**config.mk**
```make
export PLATFORM = sky130hd
export DESIGN_NAME = rf_scoreboard
export DESIGN_NICKNAME = d
export VERILOG_FILES = /design/src/rtl/rf_scoreboard.sv
export SDC_FILE = /design/constraint.sdc
export NUM_CORES = 2
export LEC_CHECK = 0
export BUFFER_PORTS_ARGS = -buffer_cell sky130_fd_sc_hd__clkbuf_2
export CORE_MARGIN = 1.5
export CORE_UTILIZATION = 60
export CTS_BUF_LIST = sky130_fd_sc_hd__clkbuf_8 sky130_fd_sc_hd__clkbuf_16
export CTS_CLUSTER_SIZE = 24
export DETAILED_ROUTE_END_ITERATION = 8
export PLACE_DENSITY = 0.75
export REMOVE_ABC_BUFFERS = 1
export SLEW_MARGIN = 20
export SYNTH_ARGS = -nofsm -noshare
export SYNTH_HDL_FRONTEND = slang
export SYNTH_SLANG_ARGS = --single-unit
```
**constraint.sdc**
```tcl
create_clock -name clk -period 45.4 [get_ports clk]
set_clock_uncertainty 0.15 [all_clocks]
set_input_delay 4.54 -clock clk [delete_from_list [all_inputs] [get_ports clk]]
set_output_delay 4.54 -clock clk [all_outputs]
set_load 0.1 [all_outputs]
```
**src/rtl/rf_scoreboard.sv**
```systemverilog
// ---------------------------------------------------------------------------
// rf_scoreboard
//
// Integer register file for the pipelined miniRV core, with a per-register
// pending (scoreboard) bit. Decode reads operands and marks the destination
// of an issuing instruction as pending. Writeback writes the result and
// clears that pending bit.
//
// Features:
//   - x0 is hard-wired to zero.
//   - Same-cycle write-to-read bypass.
//   - Asynchronous clearing of all state on reset.
//
// Parameters:
//   XLEN  data width of every register and data port
//   NREG  number of architectural registers (power of two, >= 2)
//   AW    address width, equal to log2(NREG)
//
// Ports:
//   clk, rst          rising-edge clock, asynchronous active-high reset
//   rs1, rs2          read addresses
//   data1, data2      combinational read data (x0 reads as zero, bypassed)
//   wen, w_addr,
//   w_data            writeback port; also clears the pending bit of w_addr
//   iss_en, iss_rd    issue port; sets the pending bit of iss_rd
//   flush             clears every pending bit (the write itself still happens)
//   busy1, busy2      operand has an unresolved pending write
//   stall             busy1 | busy2
//   pend_cnt          registered number of pending registers
// ---------------------------------------------------------------------------
module rf_scoreboard #(
  parameter int XLEN = 32,
  parameter int NREG = 32,
  parameter int AW   = 5
) (
  input  logic            clk,
  input  logic            rst,
  input  logic [AW-1:0]   rs1,
  input  logic [AW-1:0]   rs2,
  output logic [XLEN-1:0] data1,
  output logic [XLEN-1:0] data2,
  input  logic            wen,
  input  logic [AW-1:0]   w_addr,
  input  logic [XLEN-1:0] w_data,
  input  logic            iss_en,
  input  logic [AW-1:0]   iss_rd,
  input  logic            flush,
  output logic            busy1,
  output logic            busy2,
  output logic            stall,
  output logic [AW:0]     pend_cnt
);

  localparam logic [AW:0] CNT_ONE = {{AW{1'b0}}, 1'b1};

  logic [XLEN-1:0] regs_q [NREG];
  logic [XLEN-1:0] regs_d [NREG];
  logic [NREG-1:0] pend_q, pend_d;
  logic [AW:0]     pend_cnt_q, pend_cnt_d;

  // Writes and issues to x0 are dropped here, so x0 never holds data
  // and is never pending.
  logic clr_en, set_en;
  assign clr_en = wen && (w_addr != '0);
  assign set_en = iss_en && (iss_rd != '0) && !flush;

  // -------------------------------------------------------------------------
  // Next-state logic
  // -------------------------------------------------------------------------
  // NOTE: every signal written in this block gets a default first. Without
  // the defaults, paths that skip an assignment would infer latches.
  always_comb begin
    regs_d     = regs_q;
    pend_d     = pend_q;
    pend_cnt_d = pend_cnt_q;

    if (clr_en) regs_d[w_addr] = w_data;

    if (flush) begin
      pend_d     = '0;
      pend_cnt_d = '0;
    end else begin
      // Clear first and set second, so the newer issue wins on a collision.
      if (clr_en) pend_d[w_addr] = 1'b0;
      if (set_en) pend_d[iss_rd] = 1'b1;

      // The count tracks real bit transitions. A re-issue to a register
      // that is already pending is not counted, and neither is a write to
      // a register that is not pending.
      if (set_en && !pend_q[iss_rd])
        pend_cnt_d = pend_cnt_d + CNT_ONE;
      if (clr_en && pend_q[w_addr] && !(set_en && (iss_rd == w_addr)))
        pend_cnt_d = pend_cnt_d - CNT_ONE;
    end
  end

  // -------------------------------------------------------------------------
  // State
  // -------------------------------------------------------------------------
  // NOTE: the storage array is in the asynchronous reset on purpose. The
  // whole file must read as zero straight out of reset, so it is built from
  // resettable flops rather than from a RAM macro. Sequential state uses
  // non-blocking assignments, so every flop samples the pre-edge values.
  always_ff @(posedge clk or posedge rst) begin
    if (rst) begin
      for (int i = 0; i < NREG; i++) regs_q[i] <= '0;
      pend_q     <= '0;
      pend_cnt_q <= '0;
    end else begin
      regs_q     <= regs_d;
      pend_q     <= pend_d;
      pend_cnt_q <= pend_cnt_d;
    end
  end

  // -------------------------------------------------------------------------
  // Read ports and scoreboard outputs (zero latency)
  // -------------------------------------------------------------------------
  // While rst is held, the outputs are forced to zero. This also masks the
  // write bypass, which would otherwise show w_data during reset.
  logic hit1, hit2;
  assign hit1 = wen && (w_addr == rs1);
  assign hit2 = wen && (w_addr == rs2);

  always_comb begin
    data1 = '0;
    data2 = '0;
    if (!rst && (rs1 != '0)) data1 = hit1 ? w_data : regs_q[rs1];
    if (!rst && (rs2 != '0)) data2 = hit2 ? w_data : regs_q[rs2];
  end

  // A register being written back this cycle is already resolved through
  // the bypass, so it does not count as busy.
  assign busy1    = !rst && (rs1 != '0) && pend_q[rs1] && !hit1;
  assign busy2    = !rst && (rs2 != '0) && pend_q[rs2] && !hit2;
  assign stall    = busy1 || busy2;
  assign pend_cnt = pend_cnt_q;

endmodule

```
==> results by group <==
Setup path
  – Worst EP arrival: 8.77 ns
  – CP required: ~40 ns
  – Critical path's largest stage delay: approximately 0.73 ns
  – CP dominant cell by count: buf_4
  – CP endpoint kind: output pin
  – Worst setup SP type: primary input
  – Crit-path cells: buf_4 > buf_4 > nor2_4 > buf_4 > buf_4 > a221oi_1 > a22oi_1 > o211ai_1 > o21ai_1 > nor3_1 > or2_1 > clkbuf_2
  – Setup CP Type: in -> out
  – CP max FO: 60
  – Slowest cell on the critical path: buf_4

Yosys
  – Most used DFF post-synth: dfrtp_1
  – Yosys warning count: 0
  – Syn Area/Cell: 12.73 um^2
  – Gate Count Post-Synth: 4625
  – Number of synthesized flops with an enable pin: 0
  – Distinct cell type count after synthesis: 57
  – Fraction of registers with async set/reset: 100.0%
  – Yosys top cell by area: dfrtp_1
  – Synth top area cells: dfrtp_1 (45%), mux2_2 (17%), mux4_2 (10%), mux2i_1 (7.2%), mux2_1 (4.6%)
  – #FFs+latches synth: 1062
  – Post-synthesis sequential area ratio: 45.13%
  – Share of the synthesized area in the top cell type: 45.13%
  – Synth Cell Area: 58880 um^2

Pwr
  – Int Pwr: 0.001972 W
  – Sw Ratio: 29.25%
  – Maximum vdd drop: 0.03160 mV
  – Pleak: about 28 nW
  – Combinational share of power: 21.0%
  – Sw Pwr: a little over 0.0008 W
  – Power Density: about 44 nW/um^2
  – Seq pwr share: 44.9%
  – Clock power share: 34.1%

STA
  – Final hold violations: 0
  – Slew margin rel.: 22.34%
  – Worst hold slack: 0.2511 ns
  – RSZ-0062 raised after global routing: no
  – Fin worst setup slack: roughly 32 ns
  – Max Clk Rate: 74.27 MHz
  – Tmin final: 13.46 ns
  – Final Cycle Share: 29.66%
  – Worst Max-Slew Pin Slew: 1.165 ns
  – Final Max Tran Viols: 0
  – Final setup vio count: 0

Final layout
  – Net count, final: 4500
  – Share of layout cells above drive strength 1: 35.40%
  – Area Growth Syn to Fin: 8.627%
  – FILL cells: 7135

Floorplan
  – Chip height: between 300 and 400 um
  – I/O pin cnt: 130
  – CORE AREA: 96990 um^2
  – Die Wd: 316.3 um
  – Initial Utilization: 60.71%
  – Die footprint: roughly 100000 um^2
  – Rows: 114

Clock tree
  – CTS tree: yes
  – # resized after CTS: 0
  – TritonCTS Sinks: 1062
  – Post-CTS Setup Repair Bufs: 0
  – CTS H-tree lvls: 3
  – Root Driver: clkbuf_16
  – Skew-Pair Late Insertion Delay: 0.71 ns
  – Worst-path clk slew: approximately 0.060 ns
  – CTS Hold Bufs: 0
  – CTS Buf Count: 110
  – Clock buffer depth: 3

Placement
  – HPWL Detailed: 96040 um
  – Pre-CTS setup slack: 32.07 ns
  – Port Buf Inserts: 129
  – GPL Wtd Cong: 0.8789

Global routing
  – Total congestion overflow: 0
  – First-pass GRT wire length: about 270000 um
  – Largest net degree at the start of global routing: about 180
  – Vias in the first global route: between 40000 and 50000
  – Initial antenna violation count: 6
  – GR Util All Layers: 37.12%

Route
  – Post-route DRC violation count: 0
  – WL/cell: 31.84 um
  – Initial DRC count: approximately 5000
  – DRT Wirelength: ~190000 um
  – Via density: 7.280
  – Routed Antenna Nets: 0
  – 1st-pass router iterations: 6
  – DR vias: 42327

Status
  – Status: finished clean

Job
  – Max cap viols: 0

Worst hold path
  – Worst min-delay path category: reg -> reg
[state kept, by name, summed over array words and instances, names as in the netlist]
register	flops
pend_q	32
regs_q	1024
pend_cnt	6
[cell usage after synthesis (2+ instances only)]
cell type	number
inv_1	5
nor4b_1	2
or2_2	2
and3_1	3
mux2i_1	423
nand2_1	96
o22ai_1	8
nand4_1	5
nand2b_1	8
o21ai_1	56
mux4_2	266
mux2_2	881
a211oi_1	3
a221oi_1	128
a22oi_1	143
mux2_1	243
nor3_1	8
dfrtp_1	1062
clkbuf_1	359
a21oi_1	213
nand3b_1	5
nor3b_1	5
xnor2_1	9
a32o_1	3
o211ai_1	126
and2_1	3
or2_1	4
buf_2	84
o221ai_1	8
nand3_1	10
buf_1	60
a31o_1	2
o21ai_0	153
nor2_1	184
nor4_1	4
nor2b_1	12
o41ai_1	2
xor2_1	15
ha_1	2
o2bb2ai_1	3
[layout make-up]
| type | instances | area, um^2 | area share [%] |
|---|---|---|---|
| antenna | 1 | 2.502 | 0.003912 |
| clock buffer | 138 | 3172 | 4.959 |
| clock inverter | 70 | 644.4 | 1.007 |
| inverter | 5 | 26.28 | 0.04108 |
| multi-input combinational | 3053 | 30600 | 47.84 |
| sequential | 1062 | 26580 | 41.55 |
| tap | 1276 | 1597 | 2.496 |
| timing repair buffer | 209 | 1346 | 2.105 |
[path summary, 6_finish.rpt]
check                                          from                        to  slack, ns  cells past startpoint
max                                          rs2[2]                     stall      31.94                     12
min                        regs_q[1004]$_DFFE_PP0P_  regs_q[1004]$_DFFE_PP0P_       0.25                      0
max reg2reg                    pend_q[23]$_DFF_PP0_     pend_cnt[4]$_DFF_PP0_      42.60                      8
min reg2reg                regs_q[1004]$_DFFE_PP0P_  regs_q[1004]$_DFFE_PP0P_       0.25                      0
max in group asynchronous                       rst   regs_q[624]$_DFFE_PP0P_      38.31                      5
min in group asynchronous                       rst   regs_q[842]$_DFFE_PP0P_       3.76                      2
[cells by family after synthesis]
group | synth area share [%]
compound gates | 9.443
xor+xnor | 0.3570
fa+ha+maj | 0.04249
buf+inv | 3.444
flops | 45.13
mux | 38.90
simple gates | 2.677
[per-stage QoR]
| step | power (W) | std cells | TNS, ns | instance area, um^2 | util, % |
|---|---|---|---|---|---|
| after floorplan | 0.001661 | 4120 | -235.98 | 56870 | - |
| after global placement | 0.001807 | 5604 | 0 | 60100 | 61.97 |
| after detailed placement | 0.001837 | 5604 | 0 | 60110 | 61.98 |
| after CTS | 0.002781 | 5812 | 0 | 63930 | 65.91 |
| after global routing | 0.002890 | 5813 | 0 | 63960 | 65.94 |
| final | 0.002788 | 5814 | 0 | 63960 | 65.95 |
[critical path, delay by kind of cell]
family / cells / cell delay (ns)
AND/OR/NAND/NOR: 3 / 0.73
buffers and inverters: 5 / 2.57
AO/OA/AOI/OAI: 4 / 0.80
[per-layer routing]
metal	GRT usage, %	routed length [um]
met1	50.63	73610
met3	9.006	18490
met2	56.46	83600
met4	17.41	9327
met5	0	115
[power by group through the flow]
stage	sequential, W	combinational (W)	clock [W]
2_1_floorplan	0.00123	0.000432	0
3_3_place_gp	0.00124	0.000562	0
3_5_place_dp	0.00126	0.000577	0
4_1_cts	0.00124	0.000581	0.000956
5_1_grt	0.00127	0.000625	0.000994
6_report	0.00125	0.000585	0.000951
[placed cells by master (no fill, tap or decap), drive strengths merged, types with 12 or more instances in the layout]
cell and instances:
mux4 267, buf 90, a22oi 143, dfrtp 1062, nand2 96, mux2 1124
nor2b 12, nor2 185, o211ai 127, o21ai 209, xor2 15, mux2i 423
a221oi 128, clkinv 36, inv 25, a21oi 214, clkbuf 257
Note: power is estimated with default switching activity, not from simulation.
